<file path="src/rtl/dpe_quiesce_ctrl.sv">
// dpe_quiesce_ctrl
// Quiesces the DPE pipeline so the CPU can update its tables safely. On request,
// the controller pauses the input multiplexer and waits for it to park. It then
// drains in-flight packets and holds off for a settle period before granting the
// update window. A nonzero timeout aborts the request if the PAUSE+DRAIN wait
// runs too long.
//
// Ports:
//   sys_clk, sys_rst      clock, synchronous active-high reset
//   cfg_req / cfg_done    CPU request level / update-finished pulse
//   cfg_gnt / cfg_abort   window granted / request aborted (levels)
//   mux_pause             pause input of the DPE multiplexer
//   mux_is_idle           multiplexer parked and empty
//   pkt_enter / pkt_exit  tlast accepted at DPE input / output
//   timeout_cfg           max PAUSE+DRAIN wait cycles, 0 = no timeout
//   timeout_err           sticky timeout flag
//   inflight              packets currently inside the DPE
//   state                 current FSM state code
module dpe_quiesce_ctrl #(
  parameter int unsigned INFLIGHT_W = 8,
  parameter int unsigned SETTLE_CYC = 4
) (
  input  logic                  sys_clk,
  input  logic                  sys_rst,
  input  logic                  cfg_req,
  input  logic                  cfg_done,
  output logic                  cfg_gnt,
  output logic                  cfg_abort,
  output logic                  mux_pause,
  input  logic                  mux_is_idle,
  input  logic                  pkt_enter,
  input  logic                  pkt_exit,
  input  logic [15:0]           timeout_cfg,
  output logic                  timeout_err,
  output logic [INFLIGHT_W-1:0] inflight,
  output logic [2:0]            state
);

  typedef enum logic [2:0] {
    StRun     = 3'd0,
    StPause   = 3'd1,
    StDrain   = 3'd2,
    StSettle  = 3'd3,
    StGrant   = 3'd4,
    StRelease = 3'd5,
    StAbort   = 3'd6
  } state_e;

  localparam logic [INFLIGHT_W-1:0] InflMax   = '1;
  localparam logic [7:0]            SettleEnd = 8'(SETTLE_CYC - 1);

  state_e                r_state;
  state_e                w_state_next;
  logic [15:0]           r_wait;
  logic [7:0]            r_settle;
  logic [INFLIGHT_W-1:0] r_inflight;
  logic [INFLIGHT_W-1:0] w_inflight_next;
  logic                  r_timeout_err;
  logic                  w_timeout_hit;

  assign w_timeout_hit = (timeout_cfg != 16'd0) && (r_wait == timeout_cfg - 16'd1);

  // Next-state logic; the cancel check (cfg_req low) takes priority over the timeout.
  always_comb begin
    w_state_next = r_state;
    unique case (r_state)
      StRun:     if (cfg_req) w_state_next = StPause;
      StPause: begin
        if (!cfg_req)          w_state_next = StRelease;
        else if (w_timeout_hit) w_state_next = StAbort;
        else if (mux_is_idle)  w_state_next = StDrain;
      end
      StDrain: begin
        if (!cfg_req)                    w_state_next = StRelease;
        else if (w_timeout_hit)          w_state_next = StAbort;
        else if (r_inflight == '0)       w_state_next = StSettle;
      end
      StSettle: begin
        if (!cfg_req)                    w_state_next = StRelease;
        else if (r_settle == SettleEnd)  w_state_next = StGrant;
      end
      StGrant:   if (cfg_done || !cfg_req) w_state_next = StRelease;
      StRelease: w_state_next = StRun;
      StAbort:   if (!cfg_req) w_state_next = StRun;
      // Code 7 is unreachable in normal operation; recover to RUN.
      default:   w_state_next = StRun;
    endcase
  end

  // Simultaneous enter and exit cancel out; both directions saturate.
  always_comb begin
    w_inflight_next = r_inflight;
    if (pkt_enter && !pkt_exit && (r_inflight != InflMax)) begin
      w_inflight_next = r_inflight + 1'b1;
    end else if (pkt_exit && !pkt_enter && (r_inflight != '0)) begin
      w_inflight_next = r_inflight - 1'b1;
    end
  end

  always_ff @(posedge sys_clk) begin
    if (sys_rst) begin
      r_state       <= StRun;
      r_wait        <= 16'd0;
      r_settle      <= 8'd0;
      r_inflight    <= '0;
      r_timeout_err <= 1'b0;
    end else begin
      r_state    <= w_state_next;
      r_inflight <= w_inflight_next;
      if ((r_state == StPause) || (r_state == StDrain)) begin
        if (r_wait != 16'hffff) r_wait <= r_wait + 16'd1;
      end else begin
        r_wait <= 16'd0;
      end
      r_settle <= (r_state == StSettle) ? r_settle + 8'd1 : 8'd0;
      if ((w_state_next == StAbort) && (r_state != StAbort)) r_timeout_err <= 1'b1;
    end
  end

  // Outputs decode the state register only.
  assign mux_pause   = (r_state == StPause) || (r_state == StDrain) ||
                       (r_state == StSettle) || (r_state == StGrant);
  assign cfg_gnt     = (r_state == StGrant);
  assign cfg_abort   = (r_state == StAbort);
  assign timeout_err = r_timeout_err;
  assign inflight    = r_inflight;
  assign state       = r_state;

endmodule

</file>
<file path="config.mk">
export PLATFORM = sky130hd
export DESIGN_NAME = dpe_quiesce_ctrl
export DESIGN_NICKNAME = d
export VERILOG_FILES = /design/src/rtl/dpe_quiesce_ctrl.sv
export SDC_FILE = /design/constraint.sdc
export NUM_CORES = 1
export LEC_CHECK = 0
export BUFFER_PORTS_ARGS = -buffer_cell sky130_fd_sc_hd__buf_4
export CORE_UTILIZATION = 60
export DETAILED_ROUTE_END_ITERATION = 8
export PLACE_DENSITY = 0.84
export SYNTH_ARGS = -nofsm -noshare
export SYNTH_HDL_FRONTEND = slang
export SYNTH_SLANG_ARGS = --single-unit
export TNS_END_PERCENT = 30
</file>
<file path="constraint.sdc">
create_clock -name sys_clk -period 4 [get_ports sys_clk]
set_input_delay 0.2 -clock sys_clk [delete_from_list [all_inputs] [get_ports sys_clk]]
set_output_delay 0.2 -clock sys_clk [all_outputs]
set_load 0.005 [all_outputs]
</file>
# == Yosys cells after proc, flatten, opt, wreduce, memory -nomap -nowiden ==
# Cells that the tools add are included.
# word_totals
out_inout_bits,15
wordCells,57
inputBits,23
reg_bits,36
# op_classes
bitwise_logic,2
n_addsub,5
n_mux,14
n_eq_ne,11
n_reduce_logical,20
# op_table
cell,n
$mux 3,11
$pmux 3 s6,1
$add 16x1->16 const B,1
$add 8x1->8 const B,2
$eq 16x16->1,1
$mux 8,2
$ne 16x16->1 const B,1
$reduce_bool 16->1,1
$sub 16x1->16 const B,1
$eq 3x3->1 const B,3
$eq 8x2->1 const B,1
$logic_not 8->1,1
$ne 8x8->1 const B,1
$reduce_bool 8->1,1
$sub 8x1->8 const B,1
$eq 3x2->1 const B,2
$logic_and 1x1->1,6
$logic_or 1x1->1,4
$reduce_or 2->1,2
$eq 3x1->1 const B,1
$logic_not 1->1,3
$logic_not 3->1,1
$ne 3x3->1 const B,1
$not 1->1,2
$reduce_bool 2->1,1

# == Longest topological paths before layout ==
# Gate-level depths: netlist of run 1.
# logic_depth
word_depth,8
depth_mapped,10
depth_no_buf,10

# == Worst setup path before layout of run 1 ==
# OpenSTA, ideal clock, no wires.
# synth_timing
path_type,reg2reg
from,reg r_inflight[0] (netlist: inflight[0])
to,reg r_inflight[7] (netlist: inflight[7])
period_less_slack_ps,2822
required_time_ps,3881
path_stages_with_launch,11
setup_slack_ps,1178
setup_ps,119
path_buffers,0
arrival_time_ps,2703
cell_sequence,dfxtp_1 nand4_1 o21ai_0 ha_1 a21o_1 a21oi_1 o21bai_1 a2111oi_0 nor2_1 o21ai_0 nand2_1
# synth_via
elab_chain_len,3
elab_cells_between_ends,9
classes_between,add/sub: 2; eq/ne: 1; mux: 2; reduce/logical: 4
# synth_lines
element,line_no,source
"start, declared",56,logic [INFLIGHT_W-1:0] r_inflight;
"start signal, assigned",109,r_inflight <= w_inflight_next;
$sub 8x1->8 (tied with other cells),96,w_inflight_next = r_inflight - 1'b1;
$mux 8 (tied with other cells),95,end else if (pkt_exit && !pkt_enter && (r_inflight != '0)) begin
$mux 8 or $reduce_bool 2->1 (tied branches),n/a,
# Parallel ways exist; a longest one is shown, timed or not. The select of a mux whose other input is x is not followed.
# A chain may end at the register's enable or synchronous reset.

# == Worst setup path after layout of run 1 ==
# layout_timing
from,reg r_inflight[1] (netlist: inflight[1])
to,reg r_inflight[7] (netlist: inflight[7])
# The elaborated chain is that of the path after synthesis.

==> results.cfg, run 1 <==
[status]
status = complete, no violations

[power]
p_leak_nw = 1.14
power_density_nw_per_um2 = 385
p_sw_frac = 0.337
power_switching_mw = 0.375
p_int_mw = 0.737
peakVddDrop_mv = 0.422
seqPwrFrac = 0.403
combinationalPowerShare = 0.355
pwr-share-clk = 0.242

[floorplanning]
start_util = 0.625
num_rows = 23
core_um2 = 4000
io-pin-count = 38
die-area_um2 = 4430
die_width_um = 66.5
die_height_um = 66.5

[setup_path]
reg2reg_slack_ns = 1.43
critical_path.most_common_cell = o21ai_0
r2r_end = inflight[7]
cp.arrival_ns = 2.76
start_kind = flip-flop
cp_slowest_cell = a2111oi_0
r2r_start = inflight[1]
ff2ff_path_depth = 11
path_class = flip-flop to flip-flop
critPathMaxFanout = 10
cp-end-kind = flip-flop
critical-path-max-stage-delay_ns = 0.57
cp.required_ns = 4.19
cp_cell_sequence = nand4_1 -> o21ai_0 -> buf_4 -> ha_1 -> a21o_1 -> a21oi_1 -> o21bai_1 -> a2111oi_0 -> nor2_1 -> o21ai_0 -> nand2_1

[logic_synthesis]
synth_flop_cell = dfxtp_1
synthDominantCellAreaShare = 0.288
synth_nets = 347
synth-edff-count = 0
async_flop_share = 0
netlist_area_um2 = 2500
syn_avg_cell_area_um2 = 7.96
syn-instance-count = 314
synth.area.top_cells = dfxtp_1, xnor2_1, nor2_1, xor2_1, ha_1
ys_ff_latch = 36
yosysTopAreaCell = dfxtp_1
yosys_warnings = 0
synth.distinct_cells = 52
ys_seq_area_frac = 0.288

[routing]
antenna_left = 0
drcViolationCount = 0
wl_per_cell_um = 13.1
wirelength_um = 5220
vias = 2282
drt_first_pass_iters = 5
viasPerCell = 5.72
drt-initial-drc-count = 106

[placed_design]
place_inst = 391
dp_hpwl_um = 3900
io_buffers = 37
routabilityCongestion = 0.820

[timing]
relSlewSlack = 0.518
final_hold_viol_count = 0
period_share = 0.642
timing.fmax_ghz = 0.390
period_needed_ns = 2.57
rsz0062_at_grt = no
setup_viol = 0
fin_worst_hold_slack_ns = 0.180
slew_viol_final = 0
skew_ns = 0.00521
worst_slew_pin_slew_ns = 0.717
finalSetupTns_ns = 0

[worst_hold_path]
whs_endpoint = state[1]
holdCritStartpoint = mux_is_idle
hp-class = input pin to flip-flop
whs_path_depth = 3

[global_routing]
grt_max_degree = 18
track_usage = 0.246
grt_pass1_wl_um = 8360
grt_antenna_before_repair = 0
grt.overflow.total = 0
grt_pass1_vias = 1992

[cts]
clk_latency_ns = 0.30
cts_max_path_buffers = 2
clkTransAtPathRegs_ns = 0.07
cts_setup_buffers = 0
cts_tree = built
cts_buffers = 5
cts_hold_buf = 0
post_cts_resized = 0
clock_sinks = 36
htree_levels = 2
cts_root_buffer = clkbuf_8

[finish]
stdcell_count = 399
final_cell_mix = nor2_1, buf_4, dfxtp_1, xnor2_1, nand3_1
layout_commonest_cell = nor2_1
final_nets = 381
syn2layout_area_growth_pct = 15.7
drive_gt1_frac = 0.163
antennaDiodeCount = 0

[flow_run]
cap_violations = 0
[kinds of logic after synthesis]
group                    Yosys count  share of synthesized area
AO/OA/AOI/OAI                     53                      0.132
XOR/XNOR                          42                      0.147
adder cells (fa/ha/maj)           10                     0.0531
buffers and inverters             21                     0.0346
flip-flops                        36                      0.288
multiplexers                       7                     0.0285
AND/OR/NAND/NOR                  145                      0.316
[power groups by stage]
stage	Combinational (mW)	Clock, mW	Sequential, mW
6_report	0.395	0.269	0.448
5_1_grt	0.446	0.283	0.455
4_1_cts	0.397	0.272	0.447
3_5_place_dp	0.393	0	0.456
3_3_place_gp	0.385	0	0.453
2_1_floorplan	0.278	0	0.443
[sequential cells by signal (all words and copies together), names as in the netlist]
name         flops
inflight         8
r_settle         8
r_wait          16
state            3
timeout_err      1
[worst max path at each step]
stage	to	depth (start not counted)	from	slack (ns)
2_1_floorplan	inflight[7]	10	inflight[0]	1.18
3_3_place_gp	inflight[7]	11	inflight[0]	1.51
3_5_place_dp	inflight[7]	11	inflight[1]	1.45
4_1_cts	inflight[7]	11	inflight[1]	1.43
5_1_grt	inflight[7]	11	inflight[7]	1.22
6_report	inflight[7]	11	inflight[1]	1.43
[metal layers]
metal	global-route usage	wire length, µm
met3	0.0462	237
met4	0.0878	74
met2	0.425	2440
met1	0.302	2470
met5	0	0
[synth_stat cells, types with 2 or more instances]
library cell	count
a211o_1	3
a21o_1	2
a21oi_1	20
a31oi_1	3
and2_1	2
and3_1	7
and3b_1	2
and4b_1	2
buf_1	2
clkbuf_1	8
dfxtp_1	36
ha_1	9
inv_1	10
mux2i_1	6
nand2_1	15
nand2b_1	3
nand3_1	21
nand3b_1	3
nand4_1	9
nor2_1	44
nor2b_1	5
nor3_1	10
nor3b_1	2
nor4_1	7
o21ai_0	13
o21bai_1	2
o22ai_1	2
or4b_2	2
xnor2_1	26
xor2_1	16
[final cells by class]
type	instances	area, µm²
clock inverters	2	10.0
clock buffers	6	82.6
flip-flops and latches	36	721
fillers	318	1110
repair buffers	38	285
inverters	10	37.5
multi-input cells	257	1690
well taps	50	62.6
[critical path: cells and delay by family, from the launching register on]
kind            cells  cell delay (ns)
compound gates      6             1.31
fa+ha+maj           1             0.24
flops               1             0.45
simple gates        3             0.26
buf+inv             1             0.20
[per-stage QoR]
stage / area (µm²) / total power, mW / worst slack (ns) / utilization
finish: 2890 / 1.11 / 1.43 / 0.723
global route: 2890 / 1.18 / 1.22 / 0.723
CTS: 2890 / 1.12 / 1.43 / 0.723
detailed placement: 2800 / 0.849 / 1.45 / 0.699
global placement: 2800 / 0.838 / 1.51 / 0.699
floorplan: 2500 / 0.721 / 1.18 / -
(Power assumes the default switching activity.)
==> inputs of run 2 (changes only) <==
--- a/config.mk
+++ b/config.mk
@@ -6,9 +6,9 @@
 export NUM_CORES = 1
 export LEC_CHECK = 0
 export BUFFER_PORTS_ARGS = -buffer_cell sky130_fd_sc_hd__buf_4
-export CORE_UTILIZATION = 60
+export CORE_UTILIZATION = 57
 export DETAILED_ROUTE_END_ITERATION = 8
-export PLACE_DENSITY = 0.84
+export PLACE_DENSITY = 0.8
 export SYNTH_ARGS = -nofsm -noshare
 export SYNTH_HDL_FRONTEND = slang
 export SYNTH_SLANG_ARGS = --single-unit
==> constraint.sdc (replaced) <==
create_clock -name sys_clk -period 2.6 [get_ports sys_clk]
set_input_delay 0.13 -clock sys_clk [delete_from_list [all_inputs] [get_ports sys_clk]]
set_output_delay 0.13 -clock sys_clk [all_outputs]
set_load 0.005 [all_outputs]
==> results.cfg, run 2 (synthesis gave the netlist of run 1 again) <==
[finish]
layout_commonest_cell = buf_4
fillers = 342
design_area_um2 = 2980
antennaDiodeCount = 0
largest_register_ffs = 16
top_register = r_wait
final_cell_mix = buf_4, nor2_1, dfxtp_1, xnor2_1, nand3_1
syn2layout_area_growth_pct = 19.1
final_nets = 389
drive_gt1_frac = 0.185

[timing]
period_share = 0.898
worst_slew_pin_slew_ns = 0.693
relSlewSlack = 0.537
final_hold_viol_count = 0
period_needed_ns = 2.33
setup_viol = 0
finalSetupTns_ns = 0
timing.fmax_ghz = 0.428
setup_ws_ns = 0.265
skew_ns = 0.00493
slew_viol_final = 0
rsz0062_at_grt = no

[routing]
drt_first_pass_iters = 4
wirelength_um = 5550
vias = 2408
wl_per_cell_um = 13.6
viasPerCell = 5.92
drt-initial-drc-count = 103
drcViolationCount = 0
antenna_left = 0

[placed_design]
preCtsSetupSlack_ns = 0.0952
io_buffers = 37
dpl-instance-area_um2 = 2860
dp_hpwl_um = 4250
routabilityCongestion = 0.826

[power]
p_leak_nw = 1.19
power_density_nw_per_um2 = 623
peakVddDrop_mv = 0.428

[floorplanning]
num_rows = 23
die_width_um = 68.2
core_um2 = 4120
die_height_um = 68.2
start_util = 0.607
io-pin-count = 38
die-area_um2 = 4650

[global_routing]
track_usage = 0.261
grt.overflow.total = 0
grt_pass1_vias = 2132
grt_max_degree = 18
grt_pass1_wl_um = 9030
grt_antenna_before_repair = 0

[cts]
clkTransAtPathRegs_ns = 0.07
htree_levels = 2
cts_root_buffer = clkbuf_8
cts_max_path_buffers = 2
cts_tree = built
cts_buffers = 5
clock_sinks = 36
clk_latency_ns = 0.29
cts_setup_buffers = 0

[setup_path]
cp.required_ns = 2.78
ff2ff_path_depth = 8
path_class = flip-flop to flip-flop
cp-endpoint = state[0]
cp-end-kind = flip-flop
reg2reg_slack_ns = 0.27
start_kind = flip-flop
critPathMaxFanout = 5
r2r_end = state[0]
critPathLaunch = r_settle[0]
r2r_start = r_settle[0]
cp.arrival_ns = 2.52

[flow_run]
cap_violations = 0

[status]
status = complete, no violations

[worst_hold_path]
hp-class = input pin to flip-flop
-- run 2: layout make-up --
| cell class | instances | area (µm²) | share of cell area |
|---|---|---|---|
| inverter | 10 | 37.5 | 0.0126 |
| timing repair buffer | 46 | 345 | 0.116 |
| sequential | 36 | 721 | 0.242 |
| tap | 50 | 62.6 | 0.0210 |
| clock buffer | 6 | 72.6 | 0.0244 |
| multi-input combinational | 257 | 1700 | 0.572 |
| clock inverter | 2 | 35.0 | 0.0118 |
-- run 2: worst min-delay path by stage --
| stage | from | end | cells after the start |
|---|---|---|---|
| 2_1_floorplan | mux_is_idle | state[1] | 2 |
| 3_3_place_gp | mux_is_idle | state[1] | 3 |
| 3_5_place_dp | mux_is_idle | state[1] | 3 |
| 4_1_cts | mux_is_idle | state[1] | 3 |
| 5_1_grt | sys_rst | inflight[0] | 2 |
| 6_report | mux_is_idle | state[1] | 3 |
-- run 2: through the flow --
step	hold WS, ns	std cells	total power [mW]	utilization
after floorplan	0.299	314	1.11	-
after global placement	0.409	399	1.33	0.694
after detailed placement	0.438	399	1.35	0.694
after CTS	0.132	407	1.83	0.721
after global routing	0.144	407	1.98	0.723
final	0.137	407	1.85	0.723
-- run 2: power by group --
| part | total, mW | switching [mW] | internal [mW] | leakage (nW) |
|---|---|---|---|---|
| Clock | 0.486 | 0.201 | 0.284 | 0.0552 |
| Combinational | 0.698 | 0.340 | 0.358 | 0.838 |
| Sequential | 0.669 | 0.0647 | 0.604 | 0.292 |
-- run 2: what timing repair did --
item                                    CTS  global route
hold buffers                              0             0
endpoints found under the hold margin     0             0
gates resized for setup                   0             3
endpoints found under the setup margin    0             1
-- run 2: worst max-delay path, stage by stage, from the launching register on --
cell	delay, ns
dfxtp_1	0.38
ha_1	0.24
or4b_2	0.62
nor4_2	0.19
o21ai_0	0.17
a21oi_1	0.17
a21oi_1	0.07
a211o_1	0.26
o211a_1	0.12
-- run 2: layer usage --
metal / up-vias / global-route usage / share of wire
met3: 7 / 0.0633 / 0.041
li1: 1212 / - / -
met5: - / 0 / 0
met1: 1140 / 0.323 / 0.47
met4: 0 / 0.0807 / 0.0092
met2: 49 / 0.441 / 0.48
